===== config.mk =====
export PLATFORM = sky130hd
export DESIGN_NAME = spi_frame_uploader
export DESIGN_NICKNAME = d
export VERILOG_FILES = /design/src/rtl/spi_upl_pkg.sv /design/src/rtl/spi_edge_sync.sv /design/src/rtl/spi_frame_uploader.sv
export SDC_FILE = /design/constraint.sdc
export NUM_CORES = 1
export LEC_CHECK = 0
export BUFFER_PORTS_ARGS = -buffer_cell sky130_fd_sc_hd__buf_4
export CAP_MARGIN = 20
export CORE_AREA = 2 2 126 128
export CTS_BUF_LIST = sky130_fd_sc_hd__clkbuf_8
export DETAILED_ROUTE_END_ITERATION = 8
export DIE_AREA = 0 0 128 130
export PLACE_DENSITY = 0.65
export SKIP_CTS_REPAIR_TIMING = 1
export SYNTH_ARGS = -nofsm -noshare
export SYNTH_HDL_FRONTEND = slang
export SYNTH_SLANG_ARGS = --single-unit
export TNS_END_PERCENT = 10

===== constraint.sdc =====
create_clock -name clk -period 2.3 [get_ports clk]
set_input_delay 0.46 -clock clk [delete_from_list [all_inputs] [get_ports clk]]
set_output_delay 0.46 -clock clk [all_outputs]
set_load 0.02 [all_outputs]

===== src/rtl/spi_upl_pkg.sv =====
// spi_upl_pkg: shared state encodings, command opcodes and header layout for the SPI frame uploader
package spi_upl_pkg;
  localparam int IDLE_I = 0;
  localparam int ARMED_I = 1;
  localparam int STREAM_I = 2;
  localparam int EXHAUST_I = 3;
  localparam logic [3:0] ST_IDLE = 4'b0001;
  localparam logic [3:0] ST_ARMED = 4'b0010;
  localparam logic [3:0] ST_STREAM = 4'b0100;
  localparam logic [3:0] ST_EXHAUST = 4'b1000;
  typedef enum logic [3:0] {
    CODE_IDLE = 4'd0,
    CODE_ARMED = 4'd1,
    CODE_STREAM = 4'd2,
    CODE_EXHAUST = 4'd3,
    CODE_UNDERRUN = 4'd4
  } state_code_e;
  localparam logic [7:0] CMD_BURST = 8'h01;
  localparam logic [7:0] CMD_SETW = 8'h02;
  localparam logic [7:0] HDR_MAGIC = 8'hA6;
  localparam logic [31:0] HDR_SYNC = 32'hFFFFFF7F;
  localparam int HDR_CNT_LSB = 48;
  localparam int HDR_SEQ_LSB = 40;
  localparam int HDR_CODE_LSB = 36;
endpackage


===== src/rtl/spi_edge_sync.sv =====
// spi_edge_sync: multi-flop synchroniser with either-polarity edge pulse
module spi_edge_sync #(
  parameter int STAGES = 2
) (
  input  logic clk,
  input  logic rst,
  input  logic din,
  output logic level,
  output logic pulse
);
  logic [STAGES-1:0] sync_q, sync_d;
  logic prev_q, prev_d;
  always_comb begin
    sync_d = {sync_q[STAGES-2:0], din};
    prev_d = sync_q[STAGES-1];
  end
  always_ff @(posedge clk or posedge rst) begin
    if (rst) begin
      sync_q <= '0;
      prev_q <= 1'b0;
    end else begin
      sync_q <= sync_d;
      prev_q <= prev_d;
    end
  end
  assign level = sync_q[STAGES-1];
  assign pulse = sync_q[STAGES-1] ^ prev_q;
endmodule


===== src/rtl/spi_frame_uploader.sv =====
// spi_frame_uploader: decodes host commands and streams buffered frames or status headers to the SPI shifter
module spi_frame_uploader
  import spi_upl_pkg::*;
#(
  parameter int FRAME_BITS = 128,
  parameter int BUFFLENLOG2 = 9,
  parameter int SYNC_STAGES = 2,
  parameter int SWAP_BYTES = 1
) (
  input  logic                   clk,
  input  logic                   rst,
  output logic [1:0]             Width,
  input  logic [FRAME_BITS-1:0]  Frame,
  output logic                   FrameNext,
  input  logic                   FrameReady,
  input  logic [BUFFLENLOG2-1:0] FramesCnt,
  output logic [FRAME_BITS-1:0]  TxPacket,
  input  logic                   TxGetNext,
  input  logic [31:0]            RxPacket,
  input  logic                   PktComplete,
  input  logic                   CS,
  output logic [15:0]            Underruns
);
  logic cs_hi, get_edge, rx_edge, cs_edge_unused;
  logic [3:0] state_q, state_d;
  logic [1:0] width_q, width_d;
  logic [15:0] send_count_q, send_count_d, underruns_q, underruns_d, n, frames_cnt;
  logic [7:0] seq_q, seq_d;
  logic frame_next_q, frame_next_d, is_burst, is_setw, go;
  logic [5:0] rx_unused;
  logic [FRAME_BITS-1:0] frame_fmt, header;
  state_code_e code;
  spi_edge_sync #(.STAGES(SYNC_STAGES)) u_cs (.clk(clk), .rst(rst), .din(CS), .level(cs_hi), .pulse(cs_edge_unused));
  spi_edge_sync #(.STAGES(SYNC_STAGES)) u_get (.clk(clk), .rst(rst), .din(TxGetNext), .level(), .pulse(get_edge));
  spi_edge_sync #(.STAGES(SYNC_STAGES)) u_rx (.clk(clk), .rst(rst), .din(PktComplete), .level(), .pulse(rx_edge));
  assign n = RxPacket[15:0];
  assign rx_unused = RxPacket[23:18];
  assign is_burst = RxPacket[31:24] == CMD_BURST;
  assign is_setw = RxPacket[31:24] == CMD_SETW;
  assign frames_cnt = 16'(FramesCnt);
  assign go = !cs_hi && get_edge;
  for (genvar l = 0; l < FRAME_BITS / 16; l++) begin : g_lane
    assign frame_fmt[16*l +: 16] = (SWAP_BYTES != 0) ? {Frame[16*l +: 8], Frame[16*l+8 +: 8]} : Frame[16*l +: 16];
  end
  always_ff @(posedge clk or posedge rst) begin
    if (rst) state_q <= ST_IDLE;
    else state_q <= state_d;
  end
  always_comb begin
    state_d = state_q;
    if (state_q[IDLE_I]) state_d = (!cs_hi && rx_edge) ? ST_ARMED : ST_IDLE;
    else if (cs_hi) state_d = ST_IDLE;
    else if (state_q[ARMED_I] && get_edge)
      state_d = (is_burst && n != 16'd0 && !(FrameReady && n == 16'd1)) ? ST_STREAM : ST_EXHAUST;
    else if (state_q[STREAM_I] && get_edge && FrameReady && send_count_q == 16'd1) state_d = ST_EXHAUST;
  end
  always_comb begin
    width_d = width_q;
    seq_d = seq_q;
    send_count_d = send_count_q;
    underruns_d = underruns_q;
    frame_next_d = 1'b0;
    if (state_q[IDLE_I]) send_count_d = frames_cnt;
    else if (go && state_q[ARMED_I]) begin
      width_d = (is_burst || is_setw) ? RxPacket[17:16] : width_q;
      seq_d = is_burst ? seq_q + 8'd1 : seq_q;
      frame_next_d = is_burst && n != 16'd0 && FrameReady;
      // a pop on entry already counts as the first of the n frames
      send_count_d = !is_burst ? send_count_q : n == 16'd0 ? frames_cnt : !FrameReady ? n :
                     n == 16'd1 ? frames_cnt : n - 16'd1;
    end else if (go && state_q[STREAM_I]) begin
      frame_next_d = FrameReady;
      send_count_d = !FrameReady ? send_count_q : send_count_q == 16'd1 ? frames_cnt : send_count_q - 16'd1;
      underruns_d = (FrameReady || underruns_q == 16'hFFFF) ? underruns_q : underruns_q + 16'd1;
    end
  end
  always_ff @(posedge clk or posedge rst) begin
    if (rst) begin
      width_q <= 2'd3;
      seq_q <= 8'd0;
      send_count_q <= 16'd0;
      underruns_q <= 16'd0;
      frame_next_q <= 1'b0;
    end else begin
      width_q <= width_d;
      seq_q <= seq_d;
      send_count_q <= send_count_d;
      underruns_q <= underruns_d;
      frame_next_q <= frame_next_d;
    end
  end
  always_comb begin
    code = state_q[STREAM_I] ? (FrameReady ? CODE_STREAM : CODE_UNDERRUN) :
           state_q[ARMED_I] ? CODE_ARMED : state_q[EXHAUST_I] ? CODE_EXHAUST : CODE_IDLE;
    header = '0;
    header[FRAME_BITS-1 -: 8] = HDR_MAGIC;
    header[HDR_CNT_LSB +: 16] = send_count_q;
    header[HDR_SEQ_LSB +: 8] = seq_q;
    header[HDR_CODE_LSB +: 4] = code;
    header[31:0] = HDR_SYNC;
    TxPacket = (state_q[STREAM_I] && FrameReady) ? frame_fmt : header;
  end
  assign Width = width_q;
  assign FrameNext = frame_next_q;
  assign Underruns = underruns_q;
endmodule


======== Yosys cells after proc, flatten, opt, wreduce, memory -nomap -nowiden ========
Cells that the tools add are included.
W data, S select, Z words.
storage, ports and cells
  register bits ........................... 55
  latch bits .............................. 0
  RAM bits ................................ 0
  bits in read-only memories .............. 0
  input port bits ......................... 175
  output and inout port bits .............. 147
  word-level logic and storage cells ...... 76
  memories kept ........................... 0
operators by class
  add/sub/neg operators ................... 4
  multipliers ............................. 0
  divide/modulo/power cells ............... 0
  magnitude comparators ................... 0
  equality and inequality tests ........... 6
  shift-type cells ........................ 0
  muxes and demuxes ....................... 23
  bitwise logic cells ..................... 5
  reductions and logical operators ........ 26
operators by type and width
  kind                     number
  $mux W16                 9
  $mux W128                1
  $eq A16 B1 Y1 const B    2
  $sub A16 B1 Y16 const B  2
  $mux W4                  5
  $add A16 B1 Y16 const B  1
  $eq A16 B16 Y1 const B   1
  $logic_not A16 Y1        1
  $reduce_bool A16 Y1      1
  $logic_and A1 B1 Y1      13
  $reduce_and A3 Y1        3
  $add A8 B1 Y8 const B    1
  $eq A8 B1 Y1 const B     1
  $eq A8 B2 Y1 const B     1
  $mux W2                  3
  $mux W3                  2
  $reduce_bool A3 Y1       2
  $reduce_and A4 Y1        1
  $reduce_bool A4 Y1       1
  $mux W1                  3
  $ne A3 B3 Y1 const B     1
  $not A1 Y1               3
  $logic_not A1 Y1         2
  $logic_or A1 B1 Y1       2
  $xor A1 B1 Y1            2

======== Longest topological paths before layout ========
  depth in word-level cells ............... 8
  gate-level depth with buffers ........... 9
  gate-level depth less buffers ........... 8

======== Modules after synthesis ========
A second synthesis with hierarchy kept.
second synthesis, totals
  cells, all modules ...................... 510
  area total of the unflattened synthesis .. 4429.2 um^2
by module, submodules not included
  module              times used  cells an instance  area each (um^2)  sequential area each (um^2)
  spi_frame_uploader  1           495                4166.5            1179.9
  spi_edge_sync       3           5                  87.6              75.1

======== Worst setup path after synthesis ========
Ideal clock, no wire load.
  kind .................................... input -> register
  from .................................... input RxPacket[9]
  to ...................................... register send_count_q[0]
  library setup time ...................... 0.137 ns
  data arrival time ....................... 2.482 ns
  data required time ...................... 2.163 ns
  slack ................................... -0.319 ns
  stages .................................. 6
  buffers on the path ..................... 0
  cells stage by stage .................... or4_4 > or4_4 > or3_4 > mux2_4 > a221oi_2 > a21oi_1
between the ends
  word-level cells in the longest chain between the ends .. 7
  elaborated cells between the ends (all ways) .. 8
  those cells by class .................... eq/ne (1); mux (6); reduce/logical (1)
RTL lines
  element                    line                      text
  from (decl)                spi_frame_uploader.sv:19  input logic [31:0] RxPacket,
  $eq A16 B1 Y1              spi_frame_uploader.sv:70  n == 16'd1 ? frames_cnt : n - 16'd1;
  $mux W16                   spi_frame_uploader.sv:70
  $mux W16                   spi_frame_uploader.sv:69  send_count_d = !is_burst ? send_count_q : n == 16'd0 ? frames_cnt : !FrameReady ? n :
  $mux W16 (*) (2 in a row)  spi_frame_uploader.sv:69
  $mux W16 (*)               spi_frame_uploader.sv:64  else if (go && state_q[ARMED_I]) begin
  $mux W16 (*)               spi_frame_uploader.sv:63  if (state_q[IDLE_I]) send_count_d = frames_cnt;
  to (signal assigned)       spi_frame_uploader.sv:87  send_count_q <= send_count_d;
  to (decl)                  spi_frame_uploader.sv:27  logic [15:0] send_count_q, send_count_d, underruns_q, underruns_d, n, frames_cnt;
Mark *: on every way between the ends. The rest lies on a longest branch, timed or not. The select of a mux whose other input is x is not followed.
A chain may end at the register's enable or synchronous reset.

======== Worst setup path in the final report ========
Ends and elaborated chain as after synthesis.

==> flow_results.xml <==
<?xml version="1.0" encoding="UTF-8"?>
<metrics>
  <group name="status">
    <metric name="outcome" unit="">finished, violations left</metric>
    <metric name="failing_checks" unit="">setup timing</metric>
  </group>
  <group name="power">
    <metric name="clkPwrFrac" unit="">0.222</metric>
    <metric name="cellLeakagePower" unit="nW">4.02</metric>
    <metric name="pwr-share-seq" unit="">0.416</metric>
    <metric name="power_frac_comb" unit="">0.362</metric>
    <metric name="report.power.total" unit="mW">2.61</metric>
    <metric name="swShare" unit="">0.316</metric>
    <metric name="power_switching" unit="µW">826</metric>
    <metric name="power.density_cell_area" unit="nW/µm²">341</metric>
    <metric name="peakVddDrop" unit="mV">0.268</metric>
    <metric name="cell_internal_pwr" unit="mW">1.79</metric>
  </group>
  <group name="setup_path">
    <metric name="criticalPathCategory" unit="">input port to register</metric>
    <metric name="worst-path-max-fanout" unit="">7</metric>
    <metric name="timing.critical_path.mode_cell" unit="">sky130_fd_sc_hd__or4_4</metric>
    <metric name="startpoint_type" unit="">input port</metric>
    <metric name="critPathMaxStageDelay" unit="ps">530</metric>
    <metric name="cp_cell_instances" unit="">buf_6 -&gt; or4_4 -&gt; or4_4 -&gt; or3_4 -&gt; mux2_4 -&gt; a221oi_2 -&gt; a21oi_1</metric>
    <metric name="worst-endpoint-arrival" unit="ps">2590</metric>
    <metric name="setup_crit_end_kind" unit="">register</metric>
    <metric name="worst-endpoint-required" unit="ps">2510</metric>
    <metric name="cpMaxStageDelayCell" unit="">sky130_fd_sc_hd__or4_4</metric>
  </group>
  <group name="floorplanning">
    <metric name="core.rowCount" unit="">46</metric>
    <metric name="floorplan.die_area" unit="µm²">16600</metric>
    <metric name="die_width" unit="µm">128</metric>
    <metric name="die_h" unit="µm">130</metric>
    <metric name="initial_utilization" unit="">0.276</metric>
    <metric name="placeableCoreArea" unit="µm²">15400</metric>
    <metric name="ios" unit="">322</metric>
  </group>
  <group name="drt">
    <metric name="post_drt_via_cell_ratio" unit="">4.79</metric>
    <metric name="postRouteAntennaNets" unit="">0</metric>
    <metric name="drt-wirelength-per-cell" unit="µm">16.8</metric>
    <metric name="drt_pre_antenna_iters" unit="">4</metric>
    <metric name="detailroute.via_count" unit="">5019</metric>
    <metric name="remaining_drc_errors" unit="">0</metric>
    <metric name="drt_iter0_markers" unit="">296</metric>
    <metric name="routed_wirelength" unit="mm">17.6</metric>
  </group>
  <group name="yosys">
    <metric name="yosys_register_bits" unit="">55</metric>
    <metric name="ranking_of_synthesized_cells_by_instance_count" unit="">sky130_fd_sc_hd__and3_1 (72), sky130_fd_sc_hd__dfrtp_1 (52), sky130_fd_sc_hd__nor2_1 (40), sky130_fd_sc_hd__or2_2 (35), sky130_fd_sc_hd__clkbuf_1 (31)</metric>
    <metric name="synth.net_count" unit="">681</metric>
    <metric name="ys_seq_area_frac" unit="">0.325</metric>
    <metric name="top_cell_type_by_total_area_after_synthesis" unit="">sky130_fd_sc_hd__dfrtp_1</metric>
    <metric name="mapped_cell_area" unit="µm²">4250</metric>
    <metric name="netlist.area_leader.share" unit="">0.306</metric>
    <metric name="ys_types" unit="">59</metric>
    <metric name="synth-warning-count" unit="">0</metric>
    <metric name="synth_cells" unit="">499</metric>
    <metric name="async_flop_share" unit="">1.00</metric>
    <metric name="synth-edff-count" unit="">0</metric>
    <metric name="synth_area_leaders" unit="">sky130_fd_sc_hd__dfrtp_1 (31%), sky130_fd_sc_hd__and3_1 (11%), sky130_fd_sc_hd__mux2_2 (7.7%)</metric>
    <metric name="synthesis.area_per_instance" unit="µm²">8.52</metric>
    <metric name="synth_flop_cell" unit="">sky130_fd_sc_hd__dfrtp_1</metric>
    <metric name="count_leader_synth" unit="">sky130_fd_sc_hd__and3_1</metric>
  </group>
  <group name="timing">
    <metric name="setup_slack" unit="ps">-82.1</metric>
    <metric name="fmax" unit="GHz">0.420</metric>
    <metric name="timing_hold_violations_final" unit="">0</metric>
    <metric name="clock-skew-final" unit="ps">6.98</metric>
    <metric name="timing.final.crit_period" unit="ps">2380</metric>
    <metric name="rsz0062_at_grt" unit="">yes</metric>
    <metric name="slew-limit-headroom" unit="">0.672</metric>
    <metric name="finalSetupTns" unit="ps">-197</metric>
    <metric name="layout_worst_path_cycle_share" unit="">1.04</metric>
    <metric name="timing.final.max_slew_violations" unit="">0</metric>
    <metric name="tightestPinTransition" unit="ps">491</metric>
    <metric name="setup_viol" unit="">5</metric>
    <metric name="fin_worst_hold_slack" unit="ps">165</metric>
  </group>
  <group name="global_route">
    <metric name="largest_net_degree_at_the_start_of_global_routing" unit="">74</metric>
    <metric name="groute.usage.overall" unit="">0.189</metric>
    <metric name="global_route.overflow_total" unit="">0</metric>
    <metric name="grt_pass1_vias" unit="">4581</metric>
    <metric name="grt_first_pass_wirelength" unit="mm">24.9</metric>
    <metric name="grt_antenna_before_repair" unit="">0</metric>
  </group>
  <group name="clock_tree">
    <metric name="clkSinkCount" unit="">55</metric>
    <metric name="clock_path_buffers" unit="">2</metric>
    <metric name="cts_tree" unit="">done</metric>
    <metric name="cts_buffers" unit="">5</metric>
    <metric name="cts-htree-levels" unit="">2</metric>
    <metric name="clock_insertion_delay_worst_skew" unit="ps">320</metric>
    <metric name="clock-root-buffer" unit="">sky130_fd_sc_hd__clkbuf_8</metric>
    <metric name="clock_pin_slew_on_the_worst_setup_and_hold_paths" unit="ps">110</metric>
  </group>
  <group name="finish">
    <metric name="syn2layout_area_growth" unit="%">80.1</metric>
    <metric name="fill_cells" unit="">1536</metric>
    <metric name="drive_above_1_share" unit="">0.564</metric>
    <metric name="final_util" unit="">0.496</metric>
    <metric name="multi_input_comb_area" unit="µm²">2800</metric>
    <metric name="instances_no_fill" unit="">1048</metric>
    <metric name="regArea" unit="µm²">1380</metric>
    <metric name="count_of_nets_after_finishing" unit="">1036</metric>
    <metric name="final_cell_area" unit="µm²">7650</metric>
  </group>
  <group name="min_path">
    <metric name="hold_path.class" unit="">input port to asynchronous set/reset pin</metric>
  </group>
  <group name="place">
    <metric name="place_ws" unit="ps">-451</metric>
    <metric name="dpl-instance-area" unit="µm²">7200</metric>
    <metric name="gp_routability_congestion" unit="">0.875</metric>
    <metric name="place.detailed.hpwl" unit="mm">13.7</metric>
    <metric name="dpl.cell_count" unit="">1032</metric>
    <metric name="place.port_buffers" unit="">315</metric>
  </group>
  <group name="run">
    <metric name="cap_violations" unit="">0</metric>
  </group>
</metrics>
-- routing by layer --
layer	GRT usage	wire [µm]	vias to the layer above	part of all wire
met1	0.257	7640	2317	0.43
li1	-	-	2489	-
met2	0.310	8330	196	0.47
met4	0.0304	167	0	0.0095
met5	0	0	-	0
met3	0.0500	1470	17	0.083
-- layout make-up --
cell class              count  area share
diodes                      1    0.000327
flip-flops and latches     55       0.180
repair buffers            382       0.405
clock inverters             2     0.00163
well taps                 192      0.0314
inverters                  10     0.00490
multi-input cells         400       0.366
clock buffers               6      0.0108
-- state kept, by name (all words and copies together) (netlist names) --
signal,cells
Underruns,16
send_count_q,16
seq_q,8
state_q,4
Width,2
u_cs.sync_q,2
u_get.sync_q,2
u_rx.sync_q,2
FrameNext,1
u_get.prev_q,1
u_rx.prev_q,1
-- cell families after synthesis --
group	synth area share
compound gates	0.107
buf+inv	0.0406
simple gates	0.335
xor+xnor	0.0845
mux	0.0877
fa+ha+maj	0.0206
flops	0.325
-- worst max-delay path, delay by kind of cell --
kind,cells,cell delay [ps]
AOI/OAI and AO/OA,2,340
buffers and inverters,1,90
muxes,1,320
and+or+nand+nor,3,1380
-- final timing paths --
kind | to | slack, ps | depth (start not counted) | start
setup / recovery | send_count_q[0]$_DFFE_PP0P_ | -80 | 7 | RxPacket[9]
hold reg to reg | u_cs.sync_q[1]$_DFF_PP0_ | 360 | 0 | u_cs.sync_q[0]$_DFF_PP0_
max in group asynchronous | state_q[0]$_DFF_PP1_ | 1510 | 3 | rst
min in group clk | u_rx.sync_q[0]$_DFF_PP0_ | 240 | 1 | PktComplete
hold / removal | Underruns[12]$_DFFE_PP0P_ | 160 | 2 | rst
setup reg to reg | send_count_q[8]$_DFFE_PP0P_ | 140 | 8 | send_count_q[0]$_DFFE_PP0P_
-- power by group through the flow --
stage / registers (mW) / logic [mW] / clock network [mW]
5_1_grt: 1.10 / 1.02 / 0.652
6_report: 1.09 / 0.946 / 0.581
3_3_place_gp: 1.11 / 0.879 / 0
2_1_floorplan: 1.11 / 0.360 / 0
3_5_place_dp: 1.10 / 0.889 / 0
4_1_cts: 1.09 / 0.892 / 0.610
-- layout by cell type, fill, tap and decap left out, types with 4 or more instances in the layout --
cell type                   instances
sky130_fd_sc_hd__a21oi_1           11
sky130_fd_sc_hd__and3_1            72
sky130_fd_sc_hd__buf_4            348
sky130_fd_sc_hd__buf_6             26
sky130_fd_sc_hd__clkbuf_16          5
sky130_fd_sc_hd__clkbuf_8           6
sky130_fd_sc_hd__dfrtp_1           52
sky130_fd_sc_hd__ha_1               7
sky130_fd_sc_hd__inv_1             10
sky130_fd_sc_hd__mux2_2            19
sky130_fd_sc_hd__mux2_4            12
sky130_fd_sc_hd__nand2_1           25
sky130_fd_sc_hd__nand2b_1           4
sky130_fd_sc_hd__nand3_1           14
sky130_fd_sc_hd__nand4_1            9
sky130_fd_sc_hd__nor2_1            39
sky130_fd_sc_hd__nor3_1            14
sky130_fd_sc_hd__nor4_1             9
sky130_fd_sc_hd__o211ai_1           4
sky130_fd_sc_hd__o21ai_0           17
sky130_fd_sc_hd__o31ai_1            4
sky130_fd_sc_hd__or2_2             35
sky130_fd_sc_hd__or3_1              5
sky130_fd_sc_hd__xnor2_1           18
sky130_fd_sc_hd__xor2_1            22
No activity file was read; power rests on OpenSTA's default activity.
